## src/rtl/magic_cfg_bank_pkg.sv

```systemverilog
// magic_cfg_bank_pkg: shared types and constants for the magic-mode config bank.
package magic_cfg_bank_pkg;

   // Effective CPU speed selection; every 3-bit code has a name so casts are total.
   typedef enum logic [2:0] {
      TURBO_NONE = 3'd0,
      TURBO_7    = 3'd1,
      TURBO_14   = 3'd2,
      TURBO_28   = 3'd3,
      TURBO_R4   = 3'd4,
      TURBO_R5   = 3'd5,
      TURBO_R6   = 3'd6,
      TURBO_R7   = 3'd7
   } turbo_t;

   localparam int unsigned CFG_STATUS_IDX   = 0;
   localparam logic [7:0]  CFG_PORT_DEFAULT = 8'hFF;
   localparam int unsigned CFG_MAX_REGS     = 256;
   localparam int unsigned CFG_FLAT_W       = CFG_MAX_REGS * 8;

   // Extract byte i from a flat register image (callers widen to CFG_FLAT_W).
   function automatic logic [7:0] cfg_byte(input logic [CFG_FLAT_W-1:0] flat,
                                           input int unsigned i);
      logic [10:0] lsb;
      lsb = 11'(i) << 3;
      return flat[lsb +: 8];
   endfunction

endpackage

```

## src/rtl/cpu_bus.sv

```systemverilog
// cpu_bus: Z80-style CPU bus strobes, address and write data.
interface cpu_bus;
   logic        mreq;
   logic        ioreq;
   logic        rd;
   logic        wr;
   logic [15:0] a;
   logic [7:0]  d;

   modport slave  (input  mreq, ioreq, rd, wr, a, d);
   modport master (output mreq, ioreq, rd, wr, a, d);
endinterface

```

## src/rtl/magic_cfg_bank_autoturbo_gov.sv

```systemverilog
// autoturbo_gov: port-FE no-turbo hold counter and effective turbo selection.
module autoturbo_gov
   import magic_cfg_bank_pkg::*;
#(
   parameter int unsigned HOLD_W = 12
) (
   input  logic       clk28_i,
   input  logic       rst_i,
   input  logic       ck35_i,
   input  logic       ioreq_i,
   input  logic       a0_i,
   input  logic       magic_map_i,
   input  logic       div_paged_i,
   input  logic       at_i,
   input  logic [2:0] sel_i,
   output turbo_t     turbo_o
);

   logic [HOLD_W-1:0] hold_q, hold_d;
   turbo_t            turbo_q, turbo_d;

   // Next hold count and turbo mode; hold runs on ck35 until it wraps back to zero.
   always_comb begin
      hold_d  = hold_q;
      turbo_d = turbo_t'(sel_i);
      if (ioreq_i && !a0_i) begin
         hold_d = HOLD_W'(1);
      end else if ((hold_q != '0) && ck35_i) begin
         hold_d = hold_q + 1'b1;
      end
      if (at_i && div_paged_i && !magic_map_i) begin
         turbo_d = TURBO_14;
      end else if (at_i && (hold_q != '0)) begin
         turbo_d = TURBO_NONE;
      end
   end

   // Hold counter and registered turbo output.
   always_ff @(posedge clk28_i) begin
      if (rst_i) begin
         hold_q  <= '0;
         turbo_q <= TURBO_NONE;
      end else begin
         hold_q  <= hold_d;
         turbo_q <= turbo_d;
      end
   end

   assign turbo_o = turbo_q;

endmodule

```

## src/rtl/magic_cfg_bank.sv

```systemverilog
// magic_cfg_bank: NUM_REGS-byte register file on I/O port xxFF, accessible only
// while the magic ROM is mapped. Build macro CFG_SHADOW_EN: writes land in a
// shadow array and a write to index 0 commits the whole shadow to cfg at once.
module magic_cfg_bank
   import magic_cfg_bank_pkg::*;
#(
   parameter int unsigned           NUM_REGS     = 16,
   parameter logic [7:0]            PORT_LO      = CFG_PORT_DEFAULT,
   parameter logic [NUM_REGS*8-1:0] RESET_VALUES = {NUM_REGS{8'h00}},
   parameter int unsigned           TURBO_REG    = 3,
   parameter int unsigned           HOLD_W       = 12
) (
   input  logic                  clk28,
   input  logic                  rst,
   input  logic                  ck35,
   cpu_bus.slave                 bus,
   input  logic                  magic_map,
   input  logic                  div_paged,
   input  logic [7:0]            status_in,
   output logic [NUM_REGS*8-1:0] cfg,
   output logic [NUM_REGS-1:0]   cfg_changed,
   output logic [7:0]            d_out,
   output logic                  d_out_active,
   output turbo_t                turbo
);

   logic       cs, valid, wr_cyc, wr_cap, apply;
   logic [7:0] idx;
   logic       wr_pend_q, wr_pend_d;
   logic [7:0] wr_idx_q, wr_idx_d;
   logic [7:0] wr_data_q, wr_data_d;
   logic [7:0] d_out_q, d_out_d;
   logic       act_q, act_d;
   logic [7:0] rd_arr [CFG_MAX_REGS];
   logic       turbo_at;
   logic [2:0] turbo_sel;

   assign idx    = bus.a[15:8];
   assign cs     = magic_map && bus.ioreq && (bus.a[7:0] == PORT_LO);
   assign valid  = (32'(idx) < NUM_REGS);
   assign wr_cyc = cs && bus.wr;
`ifdef CFG_SHADOW_EN
   assign wr_cap = wr_cyc && valid;
`else
   assign wr_cap = wr_cyc && valid && (idx != 8'(CFG_STATUS_IDX));
`endif
   // The write lands once, on the first clock after the bus write strobe ends.
   assign apply  = wr_pend_q && !wr_cyc;

`ifdef CFG_SHADOW_EN
   logic commit;
   assign commit = apply && (wr_idx_q == 8'(CFG_STATUS_IDX));
`endif

   for (genvar g = 0; g < NUM_REGS; g++) begin : g_reg
      localparam logic [7:0] RST_VAL  = cfg_byte(CFG_FLAT_W'(RESET_VALUES), g);
      localparam bit         WRITABLE = (g != CFG_STATUS_IDX);
      logic [7:0] live_q, live_d;
      logic       chg_q;
      logic       hit;

      assign hit = apply && (wr_idx_q == 8'(g));

`ifdef CFG_SHADOW_EN
      logic [7:0] shad_q, shad_d;

      // Shadow takes writes; live copy only changes on a commit.
      always_comb begin
         shad_d = shad_q;
         live_d = live_q;
         if (hit && WRITABLE) shad_d = wr_data_q;
         if (commit)          live_d = shad_q;
      end

      // Shadow byte storage.
      always_ff @(posedge clk28) begin
         if (rst) shad_q <= RST_VAL;
         else     shad_q <= shad_d;
      end

      assign rd_arr[g] = shad_q;
`else
      // Live byte takes the pending write directly.
      always_comb begin
         live_d = live_q;
         if (hit && WRITABLE) live_d = wr_data_q;
      end

      assign rd_arr[g] = live_q;
`endif

      // Live byte storage and one-clock change strobe.
      always_ff @(posedge clk28) begin
         if (rst) begin
            live_q <= RST_VAL;
            chg_q  <= 1'b0;
         end else begin
            live_q <= live_d;
            chg_q  <= (live_d != live_q);
         end
      end

      assign cfg[g*8 +: 8] = live_q;
      assign cfg_changed[g] = chg_q;

      if (g == TURBO_REG) begin : g_turbo
         assign turbo_at  = live_q[7];
         assign turbo_sel = live_q[2:0];
      end
   end

   for (genvar g = NUM_REGS; g < CFG_MAX_REGS; g++) begin : g_pad
      assign rd_arr[g] = '0;
   end

   if (TURBO_REG >= NUM_REGS) begin : g_no_turbo
      assign turbo_at  = 1'b0;
      assign turbo_sel = '0;
   end

   // Write capture and registered readback; wr wins over a simultaneous rd.
   always_comb begin
      wr_pend_d = wr_pend_q;
      wr_idx_d  = wr_idx_q;
      wr_data_d = wr_data_q;
      if (wr_cap) begin
         wr_pend_d = 1'b1;
         wr_idx_d  = idx;
         wr_data_d = bus.d;
      end else if (apply) begin
         wr_pend_d = 1'b0;
      end
      act_d   = cs && bus.rd && !bus.wr && valid;
      d_out_d = (idx == 8'(CFG_STATUS_IDX)) ? status_in : rd_arr[idx];
   end

   // Write-pending flag, captured write and readback registers.
   always_ff @(posedge clk28) begin
      if (rst) begin
         wr_pend_q <= 1'b0;
         wr_idx_q  <= '0;
         wr_data_q <= '0;
         d_out_q   <= '0;
         act_q     <= 1'b0;
      end else begin
         wr_pend_q <= wr_pend_d;
         wr_idx_q  <= wr_idx_d;
         wr_data_q <= wr_data_d;
         d_out_q   <= d_out_d;
         act_q     <= act_d;
      end
   end

   assign d_out        = d_out_q;
   assign d_out_active = act_q;

   autoturbo_gov #(
      .HOLD_W (HOLD_W)
   ) u_gov (
      .clk28_i     (clk28),
      .rst_i       (rst),
      .ck35_i      (ck35),
      .ioreq_i     (bus.ioreq),
      .a0_i        (bus.a[0]),
      .magic_map_i (magic_map),
      .div_paged_i (div_paged),
      .at_i        (turbo_at),
      .sel_i       (turbo_sel),
      .turbo_o     (turbo)
   );

endmodule

```

## src/flat_wrapper.sv

```systemverilog
// flat-port wrapper written by rule: the top's interface ports become plain ports
module magic_cfg_bank_flat import magic_cfg_bank_pkg::*;
#(
   parameter int unsigned           NUM_REGS     = 16,
   parameter logic [7:0]            PORT_LO      = CFG_PORT_DEFAULT,
   parameter logic [NUM_REGS*8-1:0] RESET_VALUES = {NUM_REGS{8'h00}},
   parameter int unsigned           TURBO_REG    = 3,
   parameter int unsigned           HOLD_W       = 12
)
  (clk28, rst, ck35, magic_map, div_paged, status_in, cfg, cfg_changed, d_out, d_out_active, turbo, bus_mreq, bus_ioreq, bus_rd, bus_wr, bus_a, bus_d);
  cpu_bus bus_i ();
  input  logic clk28;
  input  logic rst;
  input  logic ck35;
  input  logic magic_map;
  input  logic div_paged;
  input  logic [7:0] status_in;
  output logic [NUM_REGS*8-1:0] cfg;
  output logic [NUM_REGS-1:0] cfg_changed;
  output logic [7:0] d_out;
  output logic d_out_active;
  output turbo_t turbo;
  input wire logic [$bits(bus_i.mreq)-1:0] bus_mreq;
  input wire logic [$bits(bus_i.ioreq)-1:0] bus_ioreq;
  input wire logic [$bits(bus_i.rd)-1:0] bus_rd;
  input wire logic [$bits(bus_i.wr)-1:0] bus_wr;
  input wire logic [$bits(bus_i.a)-1:0] bus_a;
  input wire logic [$bits(bus_i.d)-1:0] bus_d;
  assign bus_i.mreq = bus_mreq;
  assign bus_i.ioreq = bus_ioreq;
  assign bus_i.rd = bus_rd;
  assign bus_i.wr = bus_wr;
  assign bus_i.a = bus_a;
  assign bus_i.d = bus_d;
  magic_cfg_bank #(.NUM_REGS(NUM_REGS), .PORT_LO(PORT_LO), .RESET_VALUES(RESET_VALUES), .TURBO_REG(TURBO_REG), .HOLD_W(HOLD_W)) u_core (.clk28(clk28), .rst(rst), .ck35(ck35), .bus(bus_i), .magic_map(magic_map), .div_paged(div_paged), .status_in(status_in), .cfg(cfg), .cfg_changed(cfg_changed), .d_out(d_out), .d_out_active(d_out_active), .turbo(turbo));
endmodule
```

## config.mk

```make
export PLATFORM = sky130hd
export DESIGN_NAME = magic_cfg_bank_flat
export DESIGN_NICKNAME = d
export VERILOG_FILES = /design/src/rtl/magic_cfg_bank_pkg.sv /design/src/rtl/cpu_bus.sv /design/src/rtl/magic_cfg_bank_autoturbo_gov.sv /design/src/rtl/magic_cfg_bank.sv /design/src/flat_wrapper.sv
export SDC_FILE = /design/constraint.sdc
export NUM_CORES = 1
export LEC_CHECK = 0
export BUFFER_PORTS_ARGS = -buffer_cell sky130_fd_sc_hd__buf_2
export CORE_ASPECT_RATIO = 2
export CORE_UTILIZATION = 30
export DETAILED_ROUTE_END_ITERATION = 10
export SETUP_SLACK_MARGIN = 0.4
export SLEW_MARGIN = 10
export SYNTH_ARGS = -nofsm -noshare
export SYNTH_HDL_FRONTEND = slang
export SYNTH_HIERARCHICAL = 1
export SYNTH_SLANG_ARGS = --single-unit
```

## constraint.sdc

```tcl
create_clock -name clk28 -period 1.67 [get_ports clk28]
set_input_delay 0.334 -clock clk28 [delete_from_list [all_inputs] [get_ports clk28]]
set_output_delay 0.334 -clock clk28 [all_outputs]
set_load 0.005 [all_outputs]
```

Word-level counts from Yosys, hierarchy flattened --
Index checks and enable logic that the tools add are counted.
Cells by class: equality and inequality tests 31, div/mod/pow operators 0, shift-type cells 0, multipliers 0, reductions and logical operators 40, order comparisons 2, muxes and demuxes 25, bitwise operators 1, add/subtract/negate cells 1
Operators with widths (number):
- 2-to-1 mux 8 bit | 18
- inequality test 8 bit | 15
- binary-select mux 8 bit (select 8 bit) | 1
- == test 8 x 4 -> 1 bit (second input constant) | 8
- == test 8 x 3 -> 1 bit (second input constant) | 4
- logical AND 1 bit | 29
- == test 8 x 2 -> 1 bit (second input constant) | 2
- adder 12 x 1 -> 12 bit (second input constant) | 1
- nonzero test 12 bit | 1
- greater-or-equal comparator 9 bit (second input constant) | 1
- NOT 8 -> 9 bit | 1
- == test 8 x 1 -> 1 bit (second input constant) | 1
- == test 8 bit (second input constant) | 1
- logical NOT 8 bit | 1
- less-than comparator 8 x 5 -> 1 bit (second input constant) | 1
- nonzero test 8 bit | 1
- logical NOT 1 bit | 4
- 2-to-1 mux 1 bit | 4
- 2-to-1 mux 2 bit | 2
- nonzero test 2 bit | 2
- OR reduction 3 bit | 1
- OR reduction 2 bit | 1
Word-level totals: register bits after elaboration 176, output and inout port bits 156, memory bits (read-only) 0, input bits 41, latch bits 0, memories 0, word-level logic and storage cells 139, RAM bits 0

Logic depth before layout (Yosys ltp) --
depth after elaboration 8, gate-level depth with buffers 7, mapped depth without buffers 6

By module --
The synthesis kept the hierarchy.
By module, submodules not included:
- magic_cfg_bank | instances 1, area each 8699.6 µm², sequential area each 3223.1 µm², cells each 841
- autoturbo_gov | instances 1, area each 728.2 µm², sequential area each 300.3 µm², cells each 80

Least setup slack after synthesis --
Ideal clock, no wire load.
kind input to register, start point in bus_a[9], end point reg u_core.d_out_q[1], in the netlist u_core/d_out[1], setup slack -125 ps, data required time 1548 ps, buffers on the path 2, stages on the path 6, setup time 122 ps, data arrival time 1673 ps, cell sequence buf_2 clkbuf_1 mux2_2 a221oi_1 nor3_1 a221o_1
On the way: longest elaborated chain between the ends 5, elaborated cells on any way between the ends 6, those cells by class mux (4); bitwise (1); reduce/logical (1)
Ends and longest elaborated chain:
- start, declared | RTL line flat_wrapper.sv:27 | input wire logic [$bits(bus_i.a)-1:0] bus_a;
- NOT 8 -> 9 bit (implied by the code) | RTL line magic_cfg_bank.sv:134 | d_out_d = (idx == 8'(CFG_STATUS_IDX)) ? status_in : rd_arr[idx];
- binary-select mux 8 bit (select 8 bit) | RTL line magic_cfg_bank.sv:134
- 2-to-1 mux 8 bit (implied by the code) (2 in a row) | RTL line magic_cfg_bank.sv:134
- 2-to-1 mux 8 bit (*) | RTL line magic_cfg_bank.sv:134
- end signal, assigned | RTL line magic_cfg_bank.sv:149 | d_out_q <= d_out_d;
- end, declared | RTL line magic_cfg_bank.sv:32 | logic [7:0] d_out_q, d_out_d;
Every way passes the cells marked *; elsewhere a longest branch is shown, timed or not. The select of a mux whose other input is x is not followed. A chain may end at the register's enable or synchronous reset.

Final worst setup path --
start point reg u_core.wr_idx_q[4], end point reg u_core.g_reg[10].chg_q
On the way: longest elaborated chain between the ends 4
Ends and longest elaborated chain:
- start, declared | RTL line magic_cfg_bank.sv:30 | logic [7:0] wr_idx_q, wr_idx_d;
- start signal, assigned | RTL line magic_cfg_bank.sv:147 | wr_idx_q <= wr_idx_d;
- == test 8 x 4 -> 1 bit | RTL line magic_cfg_bank.sv:62 | assign hit = apply && (wr_idx_q == 8'(g));
- logical AND 1 bit | RTL line magic_cfg_bank.sv:62
- 2-to-1 mux 8 bit | RTL line magic_cfg_bank.sv:86 | if (hit && WRITABLE) live_d = wr_data_q;
- inequality test 8 bit | RTL line magic_cfg_bank.sv:99 | chg_q <= (live_d != live_q);
- end signal, assigned | RTL line magic_cfg_bank.sv:99
- end, declared | RTL line magic_cfg_bank.sv:59 | logic chg_q;
Every way passes these cells.

==> impl_metrics.py <==
metrics = {
    "final_layout": {
        "area_delta_synth_final_pct": 59.4,
        "drive_gt1_share_pct": 53.5,
        "fin_cells": 1679,
        "final_common_cell": "buf_6",
        "nets": 1290,
        "fill_cells": 2737,
        "layout_common_cells": "185 x buf_6, 143 x nand2b_1, 135 x mux2i_1",
    },
    "run_status": {
        "violations": "setup timing",
        "status": "complete, but fails checks",
    },
    "global_route": {
        "antenna_found_initial": 2,
        "grt_max_degree": 68,
        "grt_pass1_vias": 8707,
        "gr-total-overflow": 0,
        "grt_pass1_wl_microns": 54700,
        "grt_usage_pct": 23.7,
    },
    "worst_setup_path": {
        "start_kind": "register",
        "crit_type": "register to register",
        "cp.required_ns": 2.03,
        "crit_family": "simple AND/OR/NAND/NOR gates",
        "crit_path_top_delay_cell": "or4b_4",
        "worst_ep_arrival_time_ns": 2.19,
        "endpoint_kind": "register",
        "path_cells": "or4b_4 > nor3_4 > nand3_2 > buf_12 > a211oi_4",
        "path_buf_inv": 1,
        "r2r_setup_slack_ns": -0.16,
        "max_stage_delay_ns": 0.56,
        "crit_path_max_fanout": 5,
    },
    "placed_design": {
        "dp_cells": 1553,
        "routabilityCongestion": 0.884,
        "dp_hpwl_microns": 26500,
        "portBuffers": 186,
        "preCtsSetupSlack_ns": -0.512,
    },
    "synth": {
        "yosys_warnings": 6,
        "synthArstFlopShare_pct": 0,
        "synthCells": 921,
        "synth_edf_count": 0,
        "synth.distinct_cells": 52,
        "ys_seq_area_share_pct": 37.4,
        "synth_area_per_cell_sq_um": 10.2,
        "synth_area_sq_um": 9430,
        "ys_seq_elements": 176,
        "synth_flop_cell": "dfxtp_1",
    },
    "clocking": {
        "clock_sinks": 176,
        "hold_buffers": 0,
        "root_buffer": "clkbuf_16",
        "cts_buffer_depth": 2,
        "cts_max_level": 4,
        "clkTransAtPathRegs_ns": 0.07,
        "cts_buffers": 17,
        "cts_tree": "built",
        "clock_latency_ns": 0.46,
    },
    "detailed_routing": {
        "ant_nets": 0,
        "wirelength_microns": 38200,
        "first_pass_iters": 5,
        "vias": 8443,
        "drt-wirelength-per-cell_microns": 22.8,
        "drc_errors": 0,
        "via_per_inst": 5.03,
        "drt_iter0_markers": 404,
    },
    "sta": {
        "maxSlewViolCount": 0,
        "period_needed_ns": 1.83,
        "timing.final.ws_setup_ns": -0.160,
        "hold_violations": 0,
        "rsz0062_at_grt": "true",
        "slew_headroom_pct": 58.4,
        "finalSetupViolCount": 118,
        "max_slew.worst_pin.slew_ns": 0.619,
        "fin_skew_ns": 0.00996,
        "fmax_mhz": 547,
        "min_period_over_period_pct": 110,
    },
    "power": {
        "peakVddDrop_mv": 0.743,
        "p_int_mw": 6.56,
        "comb_power_share_pct": 5.2,
        "p_leak_nw": 7.39,
        "finalPower_mw": 8.69,
        "sw_frac_of_total_pct": 24.6,
        "switching_power_mw": 2.14,
        "power.share.sequential_pct": 46.8,
        "power.density_nw_per_um2": 579,
        "pwr-share-clk_pct": 48.0,
    },
    "die": {
        "ioPinCount": 197,
        "coreArea_sq_um": 30900,
        "fp.dieH_microns": 253,
        "rows": 91,
        "die_w_microns": 127,
        "die_area_sq_um": 32200,
        "initial_utilization_pct": 30.6,
    },
    "flow_run": {
        "cap_viol_max_count": 0,
    },
    "hold_path": {
        "worst_hold_path_type": "input pin to register",
    },
}
-- cell usage after synthesis, types with 8 or more instances --
| library cell | number | share of area [%] |
|---|---|---|
| nand2b_1 | 144 | 9.6 |
| mux4_2 | 10 | 2.4 |
| inv_1 | 10 | 0.40 |
| buf_1 | 8 | 0.32 |
| nor4_1 | 32 | 2.1 |
| xor2_1 | 123 | 11 |
| dfxtp_1 | 176 | 37 |
| o21ai_0 | 10 | 0.53 |
| mux2i_1 | 136 | 14 |
| nor3_1 | 10 | 0.53 |
| nand2_1 | 13 | 0.52 |
| mux4_1 | 14 | 3.9 |
| a221oi_1 | 8 | 0.74 |
| buf_2 | 20 | 1.1 |
| a211oi_1 | 14 | 1.1 |
| a21oi_1 | 8 | 0.42 |
| nor2_1 | 14 | 0.56 |
| nand3_1 | 16 | 0.85 |
| clkbuf_1 | 39 | 1.6 |
| buf_4 | 35 | 2.8 |
-- sequential cells by signal, indices dropped and copies added, names as in the netlist --
name and count:
u_core/u_gov/hold_q 12, u_core/wr_pend_q 1, u_core/g.live_q 120, u_core/g.chg_q 15
u_core/wr_data_q 8, u_core/d_out_active 1, u_core/d_out 8, u_core/u_gov/turbo_o 3
u_core/wr_idx_q 8
-- routing by layer --
layer,up-vias,track usage [%],part of all wire (%)
met2,349,44.4,54
met1,4146,23.2,34
met4,0,17.4,6.9
li1,3818,-,-
met3,130,3.81,4.7
met5,-,0,0
-- cell families (layout without fill, tap and decap cells) --
group / after synthesis / after routing / share of synthesized area, %
xor+xnor: 128 / 128 / 11.9
mux: 166 / 166 / 21.5
buf+inv: 115 / 444 / 6.52
simple gates: 271 / 273 / 17.8
compound gates: 62 / 62 / 4.61
other cells: 1 / 10 / 0.0398
fa+ha+maj: 2 / 2 / 0.265
flops: 176 / 176 / 37.4
-- final cells by class --
type	instances	area [sq um]	share of cell area [%]
diodes	1	2.50	0.0167
clock buffers	18	439	2.92
clock inverters	14	156	1.04
inverters	10	37.5	0.250
multi-input cells	640	5930	39.4
flip-flops and latches	176	3890	25.9
well taps	418	523	3.48
repair buffers	402	4050	26.9
-- metrics by stage --
stage	setup TNS (ns)	hold WS, ns	cell area, sq um	utilization, %
global route	-12.93	0.113	15000	48.7
detailed placement	-40.74	0.496	11900	38.4
floorplan	-0.180	0.396	9860	-
CTS	-6.43	0.0960	14300	46.3
finish	-6.60	0.127	15000	48.7
global placement	-37.13	0.490	11900	38.4
-- power groups by stage --
stage / sequential (mW) / combinational, mW / clock (mW)
after detailed placement: 4.30 / 0.389 / 0
after global placement: 4.30 / 0.386 / 0
after global routing: 4.07 / 0.487 / 4.40
final: 4.07 / 0.453 / 4.17
after floorplan: 4.30 / 0.261 / 0
after CTS: 4.12 / 0.425 / 4.23
-- path summary, 6_finish.rpt --
| path | end | cells after the start | start |
|---|---|---|---|
| worst max register to register | u_core/g_reg[10].chg_q | 5 | u_core/wr_idx_q[4] |
| worst max-delay path | u_core/g_reg[10].chg_q | 5 | u_core/wr_idx_q[4] |
| worst min register to register | u_core/wr_idx_q[4] | 1 | u_core/wr_idx_q[4] |
| worst min-delay path | u_core/d_out[7] | 2 | status_in[7] |
-- repair_timing --
action,in CTS,in global routing
gates cloned,7,3
resized for setup,354,132
setup buffers,61,22
pin swaps,23,16
setup endpoints to repair,293,293
No activity file was read; power rests on OpenSTA's default activity.
